## src/rtl/router_pkg.sv

```systemverilog
// rtl/router_pkg.sv - shared layout constants, state encoding and header record for the ingress parser
package router_pkg;

    // Parser state encoding
    typedef logic [1:0] state_t;
    localparam state_t ST_HEADER  = 2'd0;
    localparam state_t ST_PAYLOAD = 2'd1;
    localparam state_t ST_DROP    = 2'd2;

    // Byte offsets of header fields within the Ethernet/IPv4/UDP frame
    localparam logic [5:0] OFF_DEST_MAC = 6'd0;
    localparam logic [5:0] OFF_SRC_MAC  = 6'd6;
    localparam logic [5:0] OFF_ETYPE    = 6'd12;
    localparam logic [5:0] OFF_VER_IHL  = 6'd14;
    localparam logic [5:0] OFF_PROTO    = 6'd23;
    localparam logic [5:0] OFF_IP_SRC   = 6'd26;
    localparam logic [5:0] OFF_IP_DST   = 6'd30;
    localparam logic [5:0] OFF_SPORT    = 6'd34;
    localparam logic [5:0] OFF_DPORT    = 6'd36;
    localparam logic [5:0] HDR_LEN      = 6'd42;
    localparam logic [5:0] HDR_LAST     = HDR_LEN - 6'd1;

    // Field widths in bytes
    localparam logic [5:0] LEN_MAC  = 6'd6;
    localparam logic [5:0] LEN_IP   = 6'd4;
    localparam logic [5:0] LEN_PORT = 6'd2;

    // Accepted protocol values
    localparam logic [15:0] ETHERTYPE_IPV4 = 16'h0800;
    localparam logic [7:0]  IPV4_VER_IHL   = 8'h45;
    localparam logic [7:0]  IPPROTO_UDP    = 8'h11;

    // Extracted header as published downstream
    typedef struct packed {
        logic [47:0] dest_mac;
        logic [47:0] src_mac;
        logic [31:0] ip_src;
        logic [31:0] ip_dst;
        logic [15:0] udp_sport;
        logic [15:0] udp_dport;
    } hdr_fields_t;

    // True when byte index cnt lies inside the field [off, off+len); wraps safely for cnt < off
    function automatic logic in_field(input logic [5:0] cnt, input logic [5:0] off,
                                      input logic [5:0] len);
        logic [5:0] rel;
        rel = cnt - off;
        return rel < len;
    endfunction

endpackage

```

## src/rtl/udp_header_parser_if.sv

```systemverilog
// rtl/udp_header_parser_if.sv - stream, header and statistics bundle for the ingress parser
interface udp_header_parser_if;
    logic [7:0]  s_axis_tdata;
    logic        s_axis_tvalid;
    logic        s_axis_tlast;
    logic        s_axis_tready;

    logic [7:0]  m_axis_tdata;
    logic        m_axis_tvalid;
    logic        m_axis_tlast;
    logic        m_axis_tready;

    logic [47:0] dest_addr;
    logic [47:0] src_addr;
    logic [31:0] ip_dest_addr;
    logic [31:0] ip_src_addr;
    logic [15:0] udp_dest_port;
    logic [15:0] udp_src_port;
    logic        hdr_valid;

    logic [15:0] frames_ok;
    logic [15:0] frames_dropped;

    // Parser side
    modport slave (
        input  s_axis_tdata, s_axis_tvalid, s_axis_tlast, m_axis_tready,
        output s_axis_tready, m_axis_tdata, m_axis_tvalid, m_axis_tlast,
        output dest_addr, src_addr, ip_dest_addr, ip_src_addr,
        output udp_dest_port, udp_src_port, hdr_valid, frames_ok, frames_dropped
    );

    // Frame source / payload sink / header consumer side
    modport master (
        output s_axis_tdata, s_axis_tvalid, s_axis_tlast, m_axis_tready,
        input  s_axis_tready, m_axis_tdata, m_axis_tvalid, m_axis_tlast,
        input  dest_addr, src_addr, ip_dest_addr, ip_src_addr,
        input  udp_dest_port, udp_src_port, hdr_valid, frames_ok, frames_dropped
    );
endinterface

```

## src/rtl/sat_counter16.sv

```systemverilog
// rtl/sat_counter16.sv - 16-bit event counter that sticks at all-ones
module sat_counter16 (
    input  logic        clk,
    input  logic        resetn,
    input  logic        inc,
    output logic [15:0] count
);

    logic [15:0] count_q;
    logic [15:0] count_d;

    // Increment on request unless already saturated
    always_comb begin
        count_d = count_q;
        if (inc && (count_q != 16'hFFFF)) begin
            count_d = count_q + 16'd1;
        end
    end

    // Count register
    always_ff @(posedge clk) begin
        if (!resetn) begin
            count_q <= 16'd0;
        end else begin
            count_q <= count_d;
        end
    end

    assign count = count_q;

endmodule

```

## src/rtl/udp_header_parser.sv

```systemverilog
// rtl/udp_header_parser.sv - byte-serial Ethernet/IPv4/UDP header extractor with payload pass-through
module udp_header_parser
    import router_pkg::*;
(
    input  logic               clk,
    input  logic               resetn,
    udp_header_parser_if.slave bus
);

    state_t      state_q, state_d;
    logic [5:0]  cnt_q, cnt_d;

    // Shadow registers fill while the header streams in; outputs never see partial values
    logic [47:0] dest_sh_q, dest_sh_d;
    logic [47:0] src_sh_q, src_sh_d;
    logic [7:0]  etype_hi_q, etype_hi_d;
    logic [31:0] ip_src_sh_q, ip_src_sh_d;
    logic [31:0] ip_dst_sh_q, ip_dst_sh_d;
    logic [15:0] sport_sh_q, sport_sh_d;
    logic [15:0] dport_sh_q, dport_sh_d;

    hdr_fields_t hdr_q, hdr_d;
    logic        hdr_valid_q, hdr_valid_d;

    logic        s_ready;
    logic        accept;
    logic        check_fail;
    logic        inc_ok;
    logic        inc_drop;
    logic [15:0] ok_count;
    logic [15:0] drop_count;

    // Input ready: only the payload state propagates downstream backpressure
    always_comb begin
        s_ready = 1'b1;
        if (state_q == ST_PAYLOAD) begin
            s_ready = bus.m_axis_tready;
        end
    end

    assign accept = bus.s_axis_tvalid && s_ready;

    // Protocol checks on the byte being accepted in the header
    always_comb begin
        check_fail = 1'b0;
        if (cnt_q == OFF_ETYPE + 6'd1) begin
            check_fail = ({etype_hi_q, bus.s_axis_tdata} != ETHERTYPE_IPV4);
        end else if (cnt_q == OFF_VER_IHL) begin
            check_fail = (bus.s_axis_tdata != IPV4_VER_IHL);
        end else if (cnt_q == OFF_PROTO) begin
            check_fail = (bus.s_axis_tdata != IPPROTO_UDP);
        end
    end

    // Shadow capture: each field shifts in MSB first while its bytes pass in the header
    always_comb begin
        dest_sh_d   = dest_sh_q;
        src_sh_d    = src_sh_q;
        etype_hi_d  = etype_hi_q;
        ip_src_sh_d = ip_src_sh_q;
        ip_dst_sh_d = ip_dst_sh_q;
        sport_sh_d  = sport_sh_q;
        dport_sh_d  = dport_sh_q;
        if ((state_q == ST_HEADER) && accept) begin
            if (in_field(cnt_q, OFF_DEST_MAC, LEN_MAC)) begin
                dest_sh_d = {dest_sh_q[39:0], bus.s_axis_tdata};
            end
            if (in_field(cnt_q, OFF_SRC_MAC, LEN_MAC)) begin
                src_sh_d = {src_sh_q[39:0], bus.s_axis_tdata};
            end
            if (cnt_q == OFF_ETYPE) begin
                etype_hi_d = bus.s_axis_tdata;
            end
            if (in_field(cnt_q, OFF_IP_SRC, LEN_IP)) begin
                ip_src_sh_d = {ip_src_sh_q[23:0], bus.s_axis_tdata};
            end
            if (in_field(cnt_q, OFF_IP_DST, LEN_IP)) begin
                ip_dst_sh_d = {ip_dst_sh_q[23:0], bus.s_axis_tdata};
            end
            if (in_field(cnt_q, OFF_SPORT, LEN_PORT)) begin
                sport_sh_d = {sport_sh_q[7:0], bus.s_axis_tdata};
            end
            if (in_field(cnt_q, OFF_DPORT, LEN_PORT)) begin
                dport_sh_d = {dport_sh_q[7:0], bus.s_axis_tdata};
            end
        end
    end

    // Frame state machine, byte counter, header publication and statistic events
    always_comb begin
        state_d     = state_q;
        cnt_d       = cnt_q;
        hdr_d       = hdr_q;
        hdr_valid_d = 1'b0;
        inc_ok      = 1'b0;
        inc_drop    = 1'b0;
        case (state_q)
            ST_HEADER: begin
                if (accept) begin
                    if (check_fail) begin
                        // A failure on the tlast byte is a complete single drop
                        cnt_d = 6'd0;
                        if (bus.s_axis_tlast) begin
                            inc_drop = 1'b1;
                        end else begin
                            state_d = ST_DROP;
                        end
                    end else if (cnt_q == HDR_LAST) begin
                        cnt_d           = 6'd0;
                        hdr_d.dest_mac  = dest_sh_q;
                        hdr_d.src_mac   = src_sh_q;
                        hdr_d.ip_src    = ip_src_sh_q;
                        hdr_d.ip_dst    = ip_dst_sh_q;
                        hdr_d.udp_sport = sport_sh_q;
                        hdr_d.udp_dport = dport_sh_q;
                        hdr_valid_d     = 1'b1;
                        inc_ok          = 1'b1;
                        if (!bus.s_axis_tlast) begin
                            state_d = ST_PAYLOAD;
                        end
                    end else if (bus.s_axis_tlast) begin
                        // Runt frame: header never completed
                        cnt_d    = 6'd0;
                        inc_drop = 1'b1;
                    end else begin
                        cnt_d = cnt_q + 6'd1;
                    end
                end
            end
            ST_PAYLOAD: begin
                if (accept && bus.s_axis_tlast) begin
                    state_d = ST_HEADER;
                end
            end
            ST_DROP: begin
                if (accept && bus.s_axis_tlast) begin
                    state_d  = ST_HEADER;
                    inc_drop = 1'b1;
                end
            end
            default: begin
                state_d = ST_HEADER;
                cnt_d   = 6'd0;
            end
        endcase
    end

    // State, counter, shadow and published-header registers
    always_ff @(posedge clk) begin
        if (!resetn) begin
            state_q     <= ST_HEADER;
            cnt_q       <= 6'd0;
            dest_sh_q   <= 48'd0;
            src_sh_q    <= 48'd0;
            etype_hi_q  <= 8'd0;
            ip_src_sh_q <= 32'd0;
            ip_dst_sh_q <= 32'd0;
            sport_sh_q  <= 16'd0;
            dport_sh_q  <= 16'd0;
            hdr_q       <= '0;
            hdr_valid_q <= 1'b0;
        end else begin
            state_q     <= state_d;
            cnt_q       <= cnt_d;
            dest_sh_q   <= dest_sh_d;
            src_sh_q    <= src_sh_d;
            etype_hi_q  <= etype_hi_d;
            ip_src_sh_q <= ip_src_sh_d;
            ip_dst_sh_q <= ip_dst_sh_d;
            sport_sh_q  <= sport_sh_d;
            dport_sh_q  <= dport_sh_d;
            hdr_q       <= hdr_d;
            hdr_valid_q <= hdr_valid_d;
        end
    end

    sat_counter16 u_frames_ok (
        .clk    (clk),
        .resetn (resetn),
        .inc    (inc_ok),
        .count  (ok_count)
    );

    sat_counter16 u_frames_dropped (
        .clk    (clk),
        .resetn (resetn),
        .inc    (inc_drop),
        .count  (drop_count)
    );

    // Zero-latency payload path
    assign bus.s_axis_tready  = s_ready;
    assign bus.m_axis_tdata   = bus.s_axis_tdata;
    assign bus.m_axis_tvalid  = (state_q == ST_PAYLOAD) && bus.s_axis_tvalid;
    assign bus.m_axis_tlast   = (state_q == ST_PAYLOAD) && bus.s_axis_tlast;

    assign bus.dest_addr      = hdr_q.dest_mac;
    assign bus.src_addr       = hdr_q.src_mac;
    assign bus.ip_src_addr    = hdr_q.ip_src;
    assign bus.ip_dest_addr   = hdr_q.ip_dst;
    assign bus.udp_src_port   = hdr_q.udp_sport;
    assign bus.udp_dest_port  = hdr_q.udp_dport;
    assign bus.hdr_valid      = hdr_valid_q;
    assign bus.frames_ok      = ok_count;
    assign bus.frames_dropped = drop_count;

endmodule
```

## src/flat_wrapper.sv

```systemverilog
// flat-port wrapper written by rule: the top's interface ports become plain ports
module udp_header_parser_flat import router_pkg::*;
  (clk, resetn, bus_s_axis_tdata, bus_s_axis_tvalid, bus_s_axis_tlast, bus_m_axis_tready, bus_s_axis_tready, bus_m_axis_tdata, bus_m_axis_tvalid, bus_m_axis_tlast, bus_dest_addr, bus_src_addr, bus_ip_dest_addr, bus_ip_src_addr, bus_udp_dest_port, bus_udp_src_port, bus_hdr_valid, bus_frames_ok, bus_frames_dropped);
  udp_header_parser_if bus_i ();
  input  logic clk;
  input  logic resetn;
  input wire logic [$bits(bus_i.s_axis_tdata)-1:0] bus_s_axis_tdata;
  input wire logic [$bits(bus_i.s_axis_tvalid)-1:0] bus_s_axis_tvalid;
  input wire logic [$bits(bus_i.s_axis_tlast)-1:0] bus_s_axis_tlast;
  input wire logic [$bits(bus_i.m_axis_tready)-1:0] bus_m_axis_tready;
  output wire logic [$bits(bus_i.s_axis_tready)-1:0] bus_s_axis_tready;
  output wire logic [$bits(bus_i.m_axis_tdata)-1:0] bus_m_axis_tdata;
  output wire logic [$bits(bus_i.m_axis_tvalid)-1:0] bus_m_axis_tvalid;
  output wire logic [$bits(bus_i.m_axis_tlast)-1:0] bus_m_axis_tlast;
  output wire logic [$bits(bus_i.dest_addr)-1:0] bus_dest_addr;
  output wire logic [$bits(bus_i.src_addr)-1:0] bus_src_addr;
  output wire logic [$bits(bus_i.ip_dest_addr)-1:0] bus_ip_dest_addr;
  output wire logic [$bits(bus_i.ip_src_addr)-1:0] bus_ip_src_addr;
  output wire logic [$bits(bus_i.udp_dest_port)-1:0] bus_udp_dest_port;
  output wire logic [$bits(bus_i.udp_src_port)-1:0] bus_udp_src_port;
  output wire logic [$bits(bus_i.hdr_valid)-1:0] bus_hdr_valid;
  output wire logic [$bits(bus_i.frames_ok)-1:0] bus_frames_ok;
  output wire logic [$bits(bus_i.frames_dropped)-1:0] bus_frames_dropped;
  assign bus_i.s_axis_tdata = bus_s_axis_tdata;
  assign bus_i.s_axis_tvalid = bus_s_axis_tvalid;
  assign bus_i.s_axis_tlast = bus_s_axis_tlast;
  assign bus_i.m_axis_tready = bus_m_axis_tready;
  assign bus_s_axis_tready = bus_i.s_axis_tready;
  assign bus_m_axis_tdata = bus_i.m_axis_tdata;
  assign bus_m_axis_tvalid = bus_i.m_axis_tvalid;
  assign bus_m_axis_tlast = bus_i.m_axis_tlast;
  assign bus_dest_addr = bus_i.dest_addr;
  assign bus_src_addr = bus_i.src_addr;
  assign bus_ip_dest_addr = bus_i.ip_dest_addr;
  assign bus_ip_src_addr = bus_i.ip_src_addr;
  assign bus_udp_dest_port = bus_i.udp_dest_port;
  assign bus_udp_src_port = bus_i.udp_src_port;
  assign bus_hdr_valid = bus_i.hdr_valid;
  assign bus_frames_ok = bus_i.frames_ok;
  assign bus_frames_dropped = bus_i.frames_dropped;
  udp_header_parser u_core (.clk(clk), .resetn(resetn), .bus(bus_i));
endmodule
```

## config.mk

```make
export PLATFORM = sky130hd
export DESIGN_NAME = udp_header_parser_flat
export DESIGN_NICKNAME = d
export VERILOG_FILES = /design/src/rtl/router_pkg.sv /design/src/rtl/udp_header_parser_if.sv /design/src/rtl/sat_counter16.sv /design/src/rtl/udp_header_parser.sv /design/src/flat_wrapper.sv
export SDC_FILE = /design/constraint.sdc
export NUM_CORES = 1
export LEC_CHECK = 0
export BUFFER_PORTS_ARGS = -buffer_cell sky130_fd_sc_hd__buf_2
export CAP_MARGIN = 5
export CORE_MARGIN = 2
export CORE_UTILIZATION = 60
export CTS_BUF_LIST = sky130_fd_sc_hd__clkbuf_4
export DETAILED_ROUTE_END_ITERATION = 16
export PLACE_DENSITY_LB_ADDON = 0.25
export SLEW_MARGIN = 10
export SYNTH_ARGS = -nofsm -noshare
export SYNTH_HDL_FRONTEND = slang
export SYNTH_SLANG_ARGS = --single-unit
export TNS_END_PERCENT = 1
```

## constraint.sdc

```tcl
create_clock -name clk -period 6.64 [get_ports clk]
set_clock_uncertainty 0.05 [all_clocks]
set_input_delay 1.328 -clock clk [delete_from_list [all_inputs] [get_ports clk]]
set_output_delay 1.328 -clock clk [all_outputs]
set_load 0.02 [all_outputs]
```

==> out/qor.txt <==
PostCTS Resize Cnt: 0
post-synthesis register bit count: 433
Avg Cell Area, Syn: 8.44 µm²
RSZ-0062 raised after global routing: no
CP Launch Point: bus_s_axis_tdata[3]
max-slew violations: 0
clk_lat worst skew: 720 ps
CTS tree: yes
Hold Fails Final Rpt: 0
CTS Sinks: 433
initial antenna violation count: 1
vias after detailed routing: 14.1k
final setup fails: 0
yosys warns: 0
Slew @ Worst Pin: 1170 ps
Async S/R FF share, synth: 0
min Tclk post-route: 3300 ps
largest net degree at the start of global routing: 239
Critical Path Max Stage Delay: 350 ps
number of synthesized flops with an enable pin: 0
sequential share of the synthesized area: 0.530
Via-to-Cell Ratio: 5.54
register share of total power: 0.556
Nets: 2,162
Worst-path clk slew: 70 ps
CTS H-Tree Depth: 3
crit-path leading delay family: buffers and inverters
status: finished clean
Final Non-Filler Cells: 2,539
max-cap violation count: 0
Cell variety after synth: 63
clock share of power: 0.423
router iterations before antenna repair: 5
WP buf/inv: 2
Syn Std Cell Area: 16,400 µm²
row count: 60
Syn Inst Count: 1,939
Total GRT Usage: 0.265
Die Ht: 169 µm
Final Worst Setup Slack: 3340 ps
remaining global-route overflow: 0
die width: 169 µm
cts hold-fix bufs: 0
pre-CTS WS: 2870 ps
Worst R2R Start: u_core.cnt_q[1]$_SDFFE_PN0P_
Gate power share: 0.022
CTS Root Cell: clkbuf_4
maximum vdd drop: 174 µV
PwrDens: 252 nW/µm²
Switching Share: 0.228
internal power: 3.63 mW
Final Hold Slack: 391 ps
Cells after DPL: 2,374
Layout area overhead: 14.0%
first-iteration detailed-routing DRC count: 1,117
Leakage: 7.51 nW
global-route wire length before repair: 63,200 µm
crit-path cells: buf_2, buf_2
vias in the first global route: 13.0k
final wirelength: 38,800 µm
share of cells above drive strength 1: 0.197
hpwl dp: 23,700 µm
Longest Clk Path Bufs: 3
sw power: 1.07 mW
critical path capture point type: output pin
DRT antenna net count: 0
Tightest Hold Check Type: flop to flop
final RePlAce weighted congestion: 0.823
routed len/inst: 15.3 µm
crit start category: input port
worst-path maximum fanout: 9
max_slew headroom: 0.217
f_max: 303 MHz
Synthesized Nets: 1,963
type of the worst setup path: input port to output pin
Initial Util: 0.609
final setup TNS: 0 ps
number of I/O pins: 249
Critical Path AT: 1930 ps
die footprint: 28,600 µm²
DR DRC count: 0
port bufs: 248
core area: 26,900 µm²
Post CTS Setup Buffer Count: 0
Main synth FF type: dfxtp_1
number of buffers created by CTS: 103
Worst Hold Launch: u_core.ip_dst_sh_q[30]$_SDFFE_PN0P_
Top cell by count, worst path: buf_2
slowest CP cell: buf_2
Final period util: 0.498
Required @ worst endpoint: 5260 ps
==> placed cells by master, fill, tap and decap left out, types with 3 or more instances in the layout <==
cell type and n:
and3_1 9, o21ai_1 8, clkinv_1 8, and4_1 4
nand4_1 11, o311ai_0 4, a21o_1 4, dfxtp_1 433
ha_1 11, nand3_1 67, clkbuf_4 147, or4_1 10
o41ai_1 4, nand2b_1 13, nor2_1 124, a21oi_1 304
o31ai_1 7, o32a_1 3, nor3_1 5, nand2_1 504
or3_1 3, buf_4 11, nor4_1 7, o21ai_0 49
buf_2 248, a31oi_1 3, inv_1 13, a2111oi_0 4
and2_1 5, mux2i_1 112, xnor2_1 8
==> kinds of logic (layout without fill, tap and decap cells) <==
family | count (synthesis) | in the layout | share of synthesized area
AOI/OAI and AO/OA | 411 | 411 | 0.137
xor gates and xnor gates | 9 | 9 | 0.00482
adders and majority gates | 11 | 11 | 0.00841
buffers and inverters | 181 | 438 | 0.0494
DFF | 433 | 433 | 0.530
muxes | 112 | 112 | 0.0685
other | 0 | 2 | 0
and+or+nand+nor | 782 | 782 | 0.202
==> path summary, 6_finish.rpt <==
kind / to / slack [ps] / cells after the start
hold reg to reg: u_core.bus.ip_dest_addr[30]$_SDFFE_PN0P_ / 390 / 2
hold / removal: u_core.bus.ip_dest_addr[30]$_SDFFE_PN0P_ / 390 / 2
setup / recovery: bus_m_axis_tdata[3] / 3340 / 2
setup reg to reg: u_core.u_frames_ok.count[11]$_SDFFE_PN0P_ / 3680 / 8
==> per-layer routing <==
metal  vias to the layer above  global-route usage  part of all wire
met3                        53              0.0693             0.065
met2                       393               0.424              0.47
met5                         -                   0                 0
met1                      6663               0.351              0.44
li1                       6968                   -                 -
met4                         0              0.0884             0.020
==> sequential cells by signal, summed over array words and instances (netlist names) <==
name / count
u_core.bus.dest_addr: 48
u_core.bus.hdr_valid: 1
u_core.bus.ip_dest_addr: 32
u_core.bus.ip_src_addr: 32
u_core.bus.src_addr: 48
u_core.bus.udp_dest_port: 16
u_core.bus.udp_src_port: 16
u_core.cnt_q: 6
u_core.dest_sh_q: 48
u_core.dport_sh_q: 16
u_core.etype_hi_q: 8
u_core.ip_dst_sh_q: 32
u_core.ip_src_sh_q: 32
u_core.sport_sh_q: 16
u_core.src_sh_q: 48
u_core.state_q: 2
u_core.u_frames_dropped.count: 16
u_core.u_frames_ok.count: 16
==> metrics by stage <==
stage               power, mW  cell area, µm²   util
finish                   4.70           18700  0.695
floorplan                2.74           16400      -
CTS                      4.75           18700  0.694
detailed placement       2.77           17500  0.650
global route             4.89           18700  0.695
global placement         2.77           17500  0.650
==> power by group through the flow <==
stage	sequential (mW)	clock [mW]	combinational (mW)
2_1_floorplan	2.67	0	0.0749
3_3_place_gp	2.67	0	0.0998
3_5_place_dp	2.67	0	0.100
4_1_cts	2.61	2.04	0.101
5_1_grt	2.61	2.17	0.110
6_report	2.61	1.99	0.101
==> worst register-to-register path: cells and delay by family (launching register included) <==
family                   cells  cell delay, ps
buffers and inverters        2            1150
AND/OR/NAND/NOR              4             780
flip-flops                   1             430
AO/OA/AOI/OAI                1             300
adder cells (fa/ha/maj)      1             240
==> cell type report <==
type	instances	area, µm²
Fill cell	2229	8210
Tap cell	341	427
Inverter	14	60.1
Multi-Input combinational cell	1325	6960
Clock inverter	16	81.3
Antenna cell	2	5.00
Sequential cell	433	8670
Timing Repair Buffer	261	1360
Clock buffer	147	1100
==> synthesized netlist by cell type (5+ instances only) <==
| cell type | instances | area [µm²] |
|---|---|---|
| nand2_1 | 505 | 1900 |
| dfxtp_1 | 433 | 8670 |
| a21oi_1 | 304 | 1520 |
| nor2_1 | 125 | 469 |
| clkbuf_1 | 112 | 420 |
| mux2i_1 | 112 | 1120 |
| nand3_1 | 67 | 335 |
| o21ai_0 | 49 | 245 |
| buf_2 | 38 | 190 |
| inv_1 | 13 | 48.8 |
| nand2b_1 | 13 | 81.3 |
| buf_4 | 12 | 90.1 |
| ha_1 | 11 | 138 |
| nand4_1 | 11 | 68.8 |
| or4_1 | 10 | 75.1 |
| and3_1 | 9 | 56.3 |
| nor4_1 | 8 | 50.1 |
| o21ai_1 | 8 | 40.0 |
| xnor2_1 | 8 | 70.1 |
| o31ai_1 | 7 | 52.6 |
| and2_1 | 5 | 31.3 |
| buf_6 | 5 | 56.3 |
| nor3_1 | 5 | 25.0 |
(Power assumes the default switching activity.)
